--- src/rtl/vga_timing_gen_pkg.sv ---
// Shared types and timing helpers for the VGA timing generator.
// Mode encodings, pipeline control bundle and window arithmetic.
package vga_timing_gen_pkg;

  typedef enum logic [1:0] {
    MODE_FB    = 2'd0,
    MODE_BARS  = 2'd1,
    MODE_CHECK = 2'd2,
    MODE_GRAD  = 2'd3
  } mode_e;

  typedef struct packed {
    logic  hs;
    logic  vs;
    logic  act;
    logic  fs;
    mode_e mode;
  } ctl_t;

  function automatic int line_total(
    input int act, input int fp,
    input int pw, input int bp
  );
    return act + fp + pw + bp;
  endfunction

  function automatic int sync_on(
    input int act, input int fp
  );
    return act + fp;
  endfunction

  function automatic int sync_off(
    input int act, input int fp,
    input int pw
  );
    return act + fp + pw;
  endfunction

endpackage

--- src/rtl/vga_timing_gen_pattern.sv ---
// Built-in test patterns: colour bars, checkerboard, gradient.
// Pure combinational map from pixel coordinate and mode to RGB.
module vga_timing_gen_pattern
  import vga_timing_gen_pkg::*;
#(
  parameter int C_bits_x       = 11,
  parameter int C_bits_y       = 11,
  parameter int C_resolution_x = 1024,
  parameter int C_depth        = 2
) (
  input  logic [C_bits_x-1:0] x_i,
  input  logic [C_bits_y-1:0] y_i,
  input  mode_e               mode_i,
  output logic [C_depth-1:0]  red_o,
  output logic [C_depth-1:0]  green_o,
  output logic [C_depth-1:0]  blue_o
);

  localparam int BAR_W =
    (C_resolution_x / 8 > 0) ? C_resolution_x / 8 : 1;
  localparam logic [C_bits_x-1:0] BAR_WX = C_bits_x'(BAR_W);
  localparam logic [C_bits_x-1:0] XB3 = C_bits_x'(8);
  localparam logic [C_bits_y-1:0] YB3 = C_bits_y'(8);

  logic [2:0] k;
  logic       chk;

  // Select the pattern colour for the current pixel
  always_comb begin
    k       = 3'(x_i / BAR_WX);
    chk     = (|(x_i & XB3)) ^ (|(y_i & YB3));
    red_o   = '0;
    green_o = '0;
    blue_o  = '0;
    unique case (mode_i)
      MODE_BARS: begin
        red_o   = {C_depth{k[2]}};
        green_o = {C_depth{k[1]}};
        blue_o  = {C_depth{k[0]}};
      end
      MODE_CHECK: begin
        red_o   = {C_depth{chk}};
        green_o = {C_depth{chk}};
        blue_o  = {C_depth{chk}};
      end
      MODE_GRAD: begin
        red_o   = C_depth'(x_i >> 3);
        green_o = C_depth'(x_i >> 3);
        blue_o  = C_depth'(x_i >> 3);
      end
      default: ;
    endcase
  end

endmodule

--- src/rtl/vga_timing_gen.sv ---
// Video timing generator with framebuffer prefetch.
// Outputs trail the raster counters by C_prefetch+2 cycles.
module vga_timing_gen
  import vga_timing_gen_pkg::*;
#(
  parameter int C_resolution_x      = 1024,
  parameter int C_hsync_front_porch = 16,
  parameter int C_hsync_pulse       = 96,
  parameter int C_hsync_back_porch  = 44,
  parameter int C_resolution_y      = 768,
  parameter int C_vsync_front_porch = 10,
  parameter int C_vsync_pulse       = 2,
  parameter int C_vsync_back_porch  = 31,
  parameter int C_bits_x            = 11,
  parameter int C_bits_y            = 11,
  parameter int C_hsync_polarity    = 1,
  parameter int C_vsync_polarity    = 1,
  parameter int C_depth             = 2,
  parameter int C_prefetch          = 2
) (
  input  logic                clk_pixel,
  input  logic                reset,
  input  logic [1:0]          mode,
  input  logic [C_depth-1:0]  in_red,
  input  logic [C_depth-1:0]  in_green,
  input  logic [C_depth-1:0]  in_blue,
  output logic [C_bits_x-1:0] fetch_x,
  output logic [C_bits_y-1:0] fetch_y,
  output logic                fetch_valid,
  output logic [C_depth-1:0]  vga_red,
  output logic [C_depth-1:0]  vga_green,
  output logic [C_depth-1:0]  vga_blue,
  output logic                vga_hsync,
  output logic                vga_vsync,
  output logic                vga_blank,
  output logic                frame_start
);

  localparam int BX = C_bits_x;
  localparam int BY = C_bits_y;
  localparam int P  = C_prefetch;

  localparam int H_TOTAL = line_total(C_resolution_x,
    C_hsync_front_porch, C_hsync_pulse, C_hsync_back_porch);
  localparam int V_TOTAL = line_total(C_resolution_y,
    C_vsync_front_porch, C_vsync_pulse, C_vsync_back_porch);

  localparam logic [BX-1:0] H_LAST = BX'(H_TOTAL - 1);
  localparam logic [BX-1:0] X_ACT  = BX'(C_resolution_x);
  localparam logic [BX-1:0] HS_ON  = BX'(sync_on(
    C_resolution_x, C_hsync_front_porch));
  localparam logic [BX-1:0] HS_OFF = BX'(sync_off(
    C_resolution_x, C_hsync_front_porch, C_hsync_pulse));

  localparam logic [BY-1:0] V_LAST = BY'(V_TOTAL - 1);
  localparam logic [BY-1:0] Y_ACT  = BY'(C_resolution_y);
  localparam logic [BY-1:0] VS_ON  = BY'(sync_on(
    C_resolution_y, C_vsync_front_porch));
  localparam logic [BY-1:0] VS_OFF = BY'(sync_off(
    C_resolution_y, C_vsync_front_porch, C_vsync_pulse));

  localparam logic HPOL = (C_hsync_polarity != 0);
  localparam logic VPOL = (C_vsync_polarity != 0);

  logic [BX-1:0] cx_q, cx_d;
  logic [BY-1:0] cy_q, cy_d;
  mode_e         mode_q, mode_d;
  logic          origin;
  ctl_t          ctl_d;

  logic [BX-1:0] fx_q;
  logic [BY-1:0] fy_q;
  logic          fv_q;

  ctl_t          ctl_q [0:P];
  logic [BX-1:0] x_q   [0:P];
  logic [BY-1:0] y_q   [0:P];

  logic [C_depth-1:0] pat_r, pat_g, pat_b;
  logic [C_depth-1:0] red_d, green_d, blue_d;
  logic [C_depth-1:0] red_q, green_q, blue_q;
  logic               hs_q, vs_q, blank_q, fs_q;

  // Raster counters and per-frame mode selection
  always_comb begin
    cx_d = cx_q + 1'b1;
    cy_d = cy_q;
    if (cx_q == H_LAST) begin
      cx_d = '0;
      cy_d = (cy_q == V_LAST) ? '0 : cy_q + 1'b1;
    end
    origin = (cx_q == '0) && (cy_q == '0);
    mode_d = origin ? mode_e'(mode) : mode_q;
    ctl_d.hs   = (cx_q >= HS_ON) && (cx_q < HS_OFF);
    ctl_d.vs   = (cy_q >= VS_ON) && (cy_q < VS_OFF);
    ctl_d.act  = (cx_q < X_ACT) && (cy_q < Y_ACT);
    ctl_d.fs   = origin;
    ctl_d.mode = mode_d;
  end

  // Counter, mode latch and fetch address registers
  always_ff @(posedge clk_pixel or posedge reset) begin
    if (reset) begin
      cx_q   <= '0;
      cy_q   <= '0;
      mode_q <= MODE_FB;
      fx_q   <= '0;
      fy_q   <= '0;
      fv_q   <= 1'b0;
    end else begin
      cx_q   <= cx_d;
      cy_q   <= cy_d;
      mode_q <= mode_d;
      fx_q   <= cx_q;
      fy_q   <= cy_q;
      fv_q   <= ctl_d.act;
    end
  end

  // Delay line matching the framebuffer read latency
  always_ff @(posedge clk_pixel or posedge reset) begin
    if (reset) begin
      for (int i = 0; i <= P; i++) begin
        ctl_q[i] <= '0;
        x_q[i]   <= '0;
        y_q[i]   <= '0;
      end
    end else begin
      ctl_q[0] <= ctl_d;
      x_q[0]   <= cx_q;
      y_q[0]   <= cy_q;
      for (int i = 1; i <= P; i++) begin
        ctl_q[i] <= ctl_q[i-1];
        x_q[i]   <= x_q[i-1];
        y_q[i]   <= y_q[i-1];
      end
    end
  end

  vga_timing_gen_pattern #(
    .C_bits_x       (C_bits_x),
    .C_bits_y       (C_bits_y),
    .C_resolution_x (C_resolution_x),
    .C_depth        (C_depth)
  ) u_pattern (
    .x_i     (x_q[P]),
    .y_i     (y_q[P]),
    .mode_i  (ctl_q[P].mode),
    .red_o   (pat_r),
    .green_o (pat_g),
    .blue_o  (pat_b)
  );

  // Colour source select, forced black outside the active area
  always_comb begin
    red_d   = '0;
    green_d = '0;
    blue_d  = '0;
    if (ctl_q[P].act) begin
      if (ctl_q[P].mode == MODE_FB) begin
        red_d   = in_red;
        green_d = in_green;
        blue_d  = in_blue;
      end else begin
        red_d   = pat_r;
        green_d = pat_g;
        blue_d  = pat_b;
      end
    end
  end

  // Output registers
  always_ff @(posedge clk_pixel or posedge reset) begin
    if (reset) begin
      red_q   <= '0;
      green_q <= '0;
      blue_q  <= '0;
      hs_q    <= ~HPOL;
      vs_q    <= ~VPOL;
      blank_q <= 1'b1;
      fs_q    <= 1'b0;
    end else begin
      red_q   <= red_d;
      green_q <= green_d;
      blue_q  <= blue_d;
      hs_q    <= ctl_q[P].hs ? HPOL : ~HPOL;
      vs_q    <= ctl_q[P].vs ? VPOL : ~VPOL;
      blank_q <= ~ctl_q[P].act;
      fs_q    <= ctl_q[P].fs;
    end
  end

  assign fetch_x     = fx_q;
  assign fetch_y     = fy_q;
  assign fetch_valid = fv_q;
  assign vga_red     = red_q;
  assign vga_green   = green_q;
  assign vga_blue    = blue_q;
  assign vga_hsync   = hs_q;
  assign vga_vsync   = vs_q;
  assign vga_blank   = blank_q;
  assign frame_start = fs_q;

endmodule

--- config.mk ---
export PLATFORM = sky130hd
export DESIGN_NAME = vga_timing_gen
export DESIGN_NICKNAME = d
export VERILOG_FILES = /design/src/rtl/vga_timing_gen_pkg.sv /design/src/rtl/vga_timing_gen_pattern.sv /design/src/rtl/vga_timing_gen.sv
export SDC_FILE = /design/constraint.sdc
export NUM_CORES = 1
export LEC_CHECK = 0
export ABC_AREA = 1
export BUFFER_PORTS_ARGS = -buffer_cell sky130_fd_sc_hd__buf_2
export CAP_MARGIN = 20
export CORE_ASPECT_RATIO = 1.75
export CORE_MARGIN = 2
export CORE_UTILIZATION = 30
export DETAILED_ROUTE_END_ITERATION = 16
export PLACE_DENSITY = 0.46
export SYNTH_ARGS = -nofsm -noshare
export SYNTH_HDL_FRONTEND = slang
export SYNTH_SLANG_ARGS = --single-unit
--- constraint.sdc ---
create_clock -name clk_pixel -period 3.22 [get_ports clk_pixel]
set_input_delay 0.161 -clock clk_pixel [delete_from_list [all_inputs] [get_ports clk_pixel]]
set_output_delay 0.161 -clock clk_pixel [all_outputs]
set_load 0.05 [all_outputs]
-- Word-level counts from Yosys, hierarchy flattened
Index checks and enable logic that the tools add are counted.
- add/sub/neg operators: 2
- order comparisons: 6
- equal/unequal tests: 5
- muxes and demuxes: 13
- bitwise operators: 2
- reductions and logical operators: 7
- operators with widths (operator ; number):
    adder 11 x 1 -> 11 bit, second input constant ; 2
    zero test 11 bit ; 2
    < comparator 11 x 10 -> 1 bit, second input constant ; 2
    < comparator 11 bit, second input constant ; 2
    2-to-1 mux 11 bit ; 2
    case mux 2 bit (3 select lines) ; 3
    2-to-1 mux 2 bit ; 6
    == test 11 x 10 -> 1 bit, second input constant ; 1
    == test 11 bit, second input constant ; 1
    greater-or-equal comparator 11 x 10 -> 1 bit, second input constant ; 1
    greater-or-equal comparator 11 bit, second input constant ; 1
    == test 2 bit, second input constant ; 2
    logical AND 1 bit ; 4
    == test 2 x 1 -> 1 bit, second input constant ; 1
    zero test 2 bit ; 1
    2-to-1 mux 1 bit ; 2
    inverter 1 bit ; 1
    bitwise XOR 1 bit ; 1
- register bits after elaboration: 100
- bits of input ports: 10
- output and inout bits: 33
- logic and storage cells: 65

-- Logic depth before layout (Yosys ltp)
Gate-level depths: netlist of the first run.
- word-level depth: 4
- gate-level depth with buffers: 9

-- By module
A second synthesis of the first run with hierarchy kept.
- cells, all modules: 357
- area, all modules: 4119.0 um2
- modules (own cells, without submodules) (module ; instances ; cells an instance ; area each (um2) ; sequential area each (um2)):
    vga_timing_gen ; 1 ; 339 ; 4028.9 ; 2904.0
    vga_timing_gen_pattern ; 1 ; 18 ; 90.1 ; 0.0

-- Worst setup path after synthesis of the first run
No wires, ideal clock.
- path type: flip-flop to flip-flop
- start: reg cx_q[0]
- end: reg cy_q[8]
- library setup time: 0.123 ns
- arrival: 1.192 ns
- required time: 3.097 ns
- path slack: 1.905 ns
- cell stages (with the launch flop): 9
- path buffers: 0
- clock period less this slack: 1.315 ns
- path through: dfrtp_1 -> ha_1 -> nand2_1 -> nor2_2 -> nand3_2 -> nor2_8 -> inv_2 -> nand2_1 -> o21ai_1
- word-level cells in the longest chain between the ends: 1
- RTL lines (item ; line ; source):
    start: declaration ; vga_timing_gen.sv:65 ; logic [BX-1:0] cx_q, cx_d;
    start signal: assignment ; vga_timing_gen.sv:104 ; cx_q <= '0;
    start signal: assignment ; vga_timing_gen.sv:111 ; cx_q <= cx_d;
    == test 11 bit ; vga_timing_gen.sv:88 ; if (cx_q == H_LAST) begin
    end signal: assignment ; vga_timing_gen.sv:112 ; cy_q <= cy_d;
    end: declaration ; vga_timing_gen.sv:66 ; logic [BY-1:0] cy_q, cy_d;
No other way between the ends.
A chain may end at the register's enable or synchronous reset.

-- Final worst setup path of the first run
- start: reg cx_q[0]
- end: reg cy_q[4]
The elaborated chain is that of the path after synthesis.

==> results of run 1 <==
==> where the power goes <==
group	switching (mW)	internal (mW)	leakage, nW	total, mW
clock network	0.388	0.672	0.148	1.06
registers	0.00450	1.07	1.09	1.07
logic	0.0582	0.0169	0.794	0.0750
==> cells in the mapped netlist <==
library cell	count	area (um2)
buf_4	22	165
dfstp_2	1	26.3
nand4_1	9	56.3
nor2_8	1	20.0
inv_2	2	7.51
nor3_1	3	15.0
ha_1	5	62.6
nor4_1	2	12.5
nand3_2	1	10.0
xor2_1	7	61.3
nand2_2	2	12.5
a21oi_1	11	55.1
nand3b_1	2	15.0
nor3_2	1	10.0
dfrtp_1	83	2080
o21ai_0	15	75.1
nor2_1	22	82.6
o21ai_1	3	15.0
nor2_2	5	31.3
o21bai_1	1	7.51
nand3_1	23	115
buf_2	2	10.0
buf_8	1	15.0
inv_1	53	199
nand2_1	45	169
or2_2	2	12.5
==> sequential cells by signal, summed over array words and instances, names as in the netlist <==
name / count
y_q: 13
vga_blank: 1
x_q: 21
cy_q: 11
vga_hsync: 1
vga_red: 2
vga_green: 2
frame_start: 1
vga_blue: 2
cx_q: 11
vga_vsync: 1
ctl_q: 18
==> cell type report <==
cell class	instances	area, um2
Multi-Input combinational cell	160	838
Timing Repair Buffer	43	230
Sequential cell	84	2100
Inverter	55	208
Tap cell	132	165
Clock inverter	5	77.6
Fill cell	1133	7120
Clock buffer	10	229
==> layer usage <==
metal | track usage, % | wire length, um | vias up | part of all wire [%]
met5 | 0 | 0 | - | 0
met4 | 5.43 | 71 | 0 | 1.1
met3 | 3.16 | 246 | 4 | 3.9
met2 | 20.5 | 3470 | 39 | 55
met1 | 12.7 | 2560 | 1021 | 40
li1 | - | - | 1051 | -
==> cells by family (layout without fill, tap and decap cells) <==
logic type,Yosys count,after routing
flip-flops,84,84
XOR/XNOR,7,7
adder cells (fa/ha/maj),5,5
AO/OA/AOI/OAI,30,30
buffers and inverters,80,113
AND/OR/NAND/NOR,118,118
==> worst max path at each step <==
stage                        from  slack, ps  cells past startpoint        to
after floorplan             reset        900                      1  ctl_q[0]
after global placement    cx_q[0]       1700                      8   cx_q[4]
after detailed placement  cx_q[0]       1620                      8   cy_q[4]
after CTS                 cx_q[0]       1590                      8   cy_q[4]
after global routing      cx_q[0]       1470                      8   cy_q[8]
final                     cx_q[0]       1610                      8   cy_q[4]
==> per-stage QoR <==
stage               instance area (um2)  hold slack [ps]  utilization (%)
global route                       3850             54.4             35.1
CTS                                3850             16.4             35.1
global placement                   3540              333             32.3
floorplan                          3340              316                -
detailed placement                 3540              335             32.3
finish                             3850            -22.4             35.1
==> run metrics, run 1 <==
DR vias=2,115; Hold Slack=-22.4 ps; worst skew pair latency=roughly 330 ps; routed wire length=6340 um; Final Max Slew Viols=0; most common cell after layout, fill and taps aside=dfrtp_1; pin count of the biggest net entering global routing=50; placed wire-length estimate=4530 um; post-synthesis cell area=roughly 3300 um2; post-synthesis register bit count=84; first-pass GRT wire length=roughly 11,000 um; critical path class=flip-flop to flip-flop; syn avg cell area=10.3 um2; IO Count=between 40 and 50; sequential fraction of the synthesis area=63.0%; GPL Wtd Cong=0.772; Max Clock Skew=6.59 ps; crit start category=flip-flop; critical path data arrival time=1820 ps; Worst Setup End Kind=flip-flop; initial antenna violation count=0; status=finished with violations; Syn Inst Count=324; Core Region=11,000 um2; Nets=368; Worst VDD drop=332 uV; Max Freq=0.620 GHz; Cell Rows=around 50; CP Buf/Inv Count=1; number of port buffers=42; starting density of the core=between 30% and 40%; synth warn=0; die area=12,000 um2; Iteration-0 DRC Markers=around 120; multiplexer area fraction after synthesis=0%; dpl cells=474; total chip power=2.21 mW; CTS sink cnt=84; first-pass iteration count of the detailed router=4; final hold viol count=21; Area Growth Syn to Fin=15.4%; Final Cycle Share=around half; Non-Filler Instances=roughly 490; Die X=around 84 um; min-delay worst type=primary input to asynchronous set/reset pin; Setup Buffers After CTS=0; max incr delay on CP=just over 400 ps; # DRC=0; Synth Area in Compound Gates=4.57%; Top Family by Delay on Critical Path=simple AND/OR/NAND/NOR gates; Leak=2.04 nW; terminus of the critical flop-to-flop path=cy_q[4]; vias per cell=4.33; hold buffers post-CTS=0; Crit-path slowest cell=dfrtp_1; worst path cell trace=ha_1 > nand2_1 > nor2_2 > nand3_2 > nor2_8 > inv_2 > nand2_1 > o21ai_1; Clock Tree Buf Depth=2; Routed WL per cell=~13 um; Place WS=between 1500 and 2000 ps; htree depth=3; GRT Util Overall=a little under an eighth; Post-Synth Simple-Gate Area=between 10% and 20%; Final Setup Violations=0; grt ovf=0; die height=144 um; PwrDens=573 nW/um2; Cell variety after synth=26; Antenna Nets Post-Route=0; total clock buffers created by CTS=9; crit-path max FO=19; most frequent cells in the layout=dfrtp_1 (83), inv_1 (52), nand2_1 (45); Worst path most repeated cell=nand2_1; Adder-Cell Fraction of Synth Area=1.87%; final worst setup slack=1610 ps; Ant. Diodes=0; CTS tree=done; R2R setup slack=~1600 ps; setup tns final=0 ps; clk root buf=clkbuf_16; Max-Cap Viols=0; vias in the first global route=about 2,200; Synth Area in XOR/XNOR=1.84%; Worst-path clk slew=about 60 ps; Worst Max-Slew Pin Slew=between 800 and 900 ps; largest family of logic cells by synthesized area=simple AND/OR/NAND/NOR gates; failing checks=hold timing; RSZ-0062 raised after global routing=false; cts repair resizes=0; reg2reg path depth=8; Tmin final=1610 ps; Rel. slew slack=41.0%; layout cells sized above 1=20.4%; critical path required time=3430 ps; reg-to-reg critical path startpoint=cx_q[0]; syn_nets=339
Power figures use the tool's default switching activity.
==> run 2: changes to the inputs <==
Settings changed: ABC_AREA 1 to 0, PLACE_DENSITY 0.46 to 0.48.
Clock period 3.22 ns to 1.33 ns, I/O delays scaled along.
==> run metrics, run 2 <==
status=finished with violations; failing checks=setup timing; Internal=3.99 mW (+130%); Seq. cell area=2100 um2 (about the same); htree depth=3 (unchanged); post-synthesis register bit count=84 (unchanged); crit-path max FO=2 (-17); Rel. slew slack=65.9% (+25 points); CTS sink cnt=84 (unchanged); Worst VDD drop=623 uV (+88%); largest cells by area after synthesis=dfrtp_1 (67%), buf_4 (5.6%), xnor2_1 (2.8%); Final Cycle Share=153% (+100 points); total chip power=5.01 mW (+130%); Comb pwr share=3.8% (+0.4 points); initial antenna violation count=0 (unchanged); grt ovf=0 (unchanged); Max-Cap Viols=0 (unchanged); Cell variety after synth=38 (+46%); Tmin final=2040 ps (+426 ps); Yosys top cell by area=dfrtp_1; clk root buf=clkbuf_16; GPL Wtd Cong=0.787 (+1.9%); min-delay src=in_green[1]; GRT Util Overall=12.6% (+1.1 points); filler cell count in the final layout=984 (-13%); Iteration-0 DRC Markers=45 (-62%); largest registers=x_q: 21 flops, ctl_q: 18 flops, y_q: 13 flops; critical path class=flip-flop to flip-flop; critical path data arrival time=2250 ps (+430 ps); routed wire length=6310 um (-0.52%); Ant. Diodes=0 (unchanged); total clock buffers created by CTS=9 (unchanged); asr flop ratio synth=100% (unchanged); Die X=81.0 um (-3.3%); DR vias=2,010 (-5.0%); # DRC=0 (unchanged); Sw Ratio=20.5% (+0.022 points); Worst Max-Slew Pin Slew=510 ps (-376 ps); Antenna Nets Post-Route=0 (unchanged); Worst-path clk slew=60 ps (about the same); Synth top area share=66.8% (+4.6 points); min-delay worst type=primary input to flip-flop; clock share of power=44.5% (-3.6 points); Cell Rows=49 (-3.9%); RSZ-0062 raised after global routing=true; syn_nets=254 (-25%); reg-to-reg critical path startpoint=cy_q[6]; DP Area=3700 um2 (+4.4%); most frequent cells after synthesis=dfrtp_1 (83), buf_4 (23), inv_1 (11), nand3_1 (11), nor2_1 (11); setup tns final=-10,770 ps (-10,770 ps); most frequent cells in the layout=dfrtp_1 (82), buf_2 (42), buf_4 (42); IO Count=43 (unchanged); dpl cells=430 (-9.3%); critical path required time=1550 ps (-1880 ps); first-pass GRT wire length=10,600 um (-1.0%); syn avg cell area=13.0 um2 (+26%); final hold viol count=0 (-100%); area of the multi-input gates=908 um2 (+8.4%); Routed WL per cell=13.8 um (+6.2%); PwrDens=1170 nW/um2 (+100%); Syn Inst Count=239 (-26%); Post-synth EDFFs=0 (unchanged); Final Max Slew Viols=0 (unchanged); die height=139 um (-3.4%); register share of total power=51.7% (+3.2 points); synth warn=0 (unchanged); Final Setup Violations=22 (+22); first-pass iteration count of the detailed router=4 (unchanged); Max Clock Skew=3.49 ps (-3.10 ps); Nets=342 (-7.1%); max FFs per register=21 (unchanged); Worst Setup End Kind=flip-flop; sw power=1.03 mW (+130%); die area=11,200 um2 (-6.6%); Area Growth Syn to Fin=37.9%; post-synthesis cell area=3110 um2 (-6.8%); Design Area, Final=4290 um2 (+11%); Core Region=10,200 um2 (-7.3%); CTS tree=done; vias in the first global route=2,124 (-1.8%); worst skew pair latency=330 ps (about the same); Clock Tree Buf Depth=2 (unchanged); final core occ=42.1% (+7.0 points); Non-Filler Instances=458 (-6.3%); Worst setup startpoint=cy_q[6]; sequential fraction of the synthesis area=67.6% (+4.6 points); layout cells sized above 1=44.4% (+24 points); Max Freq=0.491 GHz (-21%); pin count of the biggest net entering global routing=24 (-52%); starting density of the core=30.6% (+0.15 points); crit start category=flip-flop; final worst setup slack=-708 ps (-2320 ps); most common cell after layout, fill and taps aside=dfrtp_1; placed wire-length estimate=4460 um (-1.5%); Leak=2.11 nW (+3.6%); vias per cell=4.39 (+1.5%); largest register by flop count=x_q; most common cell in the netlist=dfrtp_1; main flop type after synthesis=dfrtp_1; number of port buffers=42 (unchanged)
run 2: cell types whose count changed in the layout (fill, tap and decap cells not counted), moves of 12 or more:
cell,before,now
buf_4,0,42
inv_1,52,10
nand2_1,45,9
nor2_1,22,5
nand3_1,23,7
o21ai_0,15,3
run 2: routing by layer:
layer  up-vias  wire, um  track usage, %
met3        13       222            3.58
met2        37      3600            22.1
met4         0       154            6.33
li1        971         -               -
met1       989      2330            13.4
met5         -         0               0
run 2: final cells by class:
cell class / instances / share of cell area [%]
clock buffers: 13 / 6.07
multi-input cells: 116 / 21.2
well taps: 127 / 3.71
repair buffers: 104 / 18.6
inverters: 12 / 1.14
clock inverters: 2 / 0.233
flip-flops and latches: 84 / 49.1
run 2: critical path: stages, from the launching register on:
cell     delay (ps)
dfrtp_1         370
or4_4           530
or3_4           360
nor4_4          330
mux2_4          330
run 2: path summary, 6_finish.rpt:
kind,slack [ps],endpoint,depth (start not counted)
max,-710,ctl_q[13],4
min,30,vga_green[1],3
max reg2reg,-710,ctl_q[13],4
min reg2reg,350,ctl_q[1],0
max in group asynchronous,530,cx_q[6],4
min in group asynchronous,320,cx_q[10],3
run 2: cells by family (layout without fill, tap and decap cells):
family | count (synthesis) | after routing | synth area share [%]
flip-flops | 84 | 84 | 67.6
AND/OR/NAND/NOR | 63 | 63 | 11.9
buffers and inverters | 39 | 131 | 7.48
AO/OA/AOI/OAI | 31 | 31 | 5.95
XOR/XNOR | 14 | 14 | 3.94
adder cells (fa/ha/maj) | 5 | 5 | 2.01
multiplexers | 3 | 3 | 1.05
run 2: power groups by stage:
stage	logic, mW	registers, mW	clock network [mW]
2_1_floorplan	0.0602	2.69	0
5_1_grt	0.211	2.59	2.43
4_1_cts	0.193	2.59	2.32
6_report	0.190	2.59	2.23
3_3_place_gp	0.184	2.64	0
3_5_place_dp	0.186	2.64	0
run 2: through the flow:
stage / worst slack, ps / hold slack, ps
6_report: -708 / 29.1
5_1_grt: -777 / 34.4
4_1_cts: -707 / 18.0
3_5_place_dp: -693 / 136
3_3_place_gp: -661 / 135
2_1_floorplan: -685 / 201
run 2: repair_timing:
action                                  in CTS  in global routing
pin swaps                                   13                 10
setup buffers                                6                  5
hold buffers                                 3                  0
resized for setup                           28                 19
endpoints found under the setup margin      25                 25
gates cloned                                 1                  0
hold endpoints to repair                    18                  0
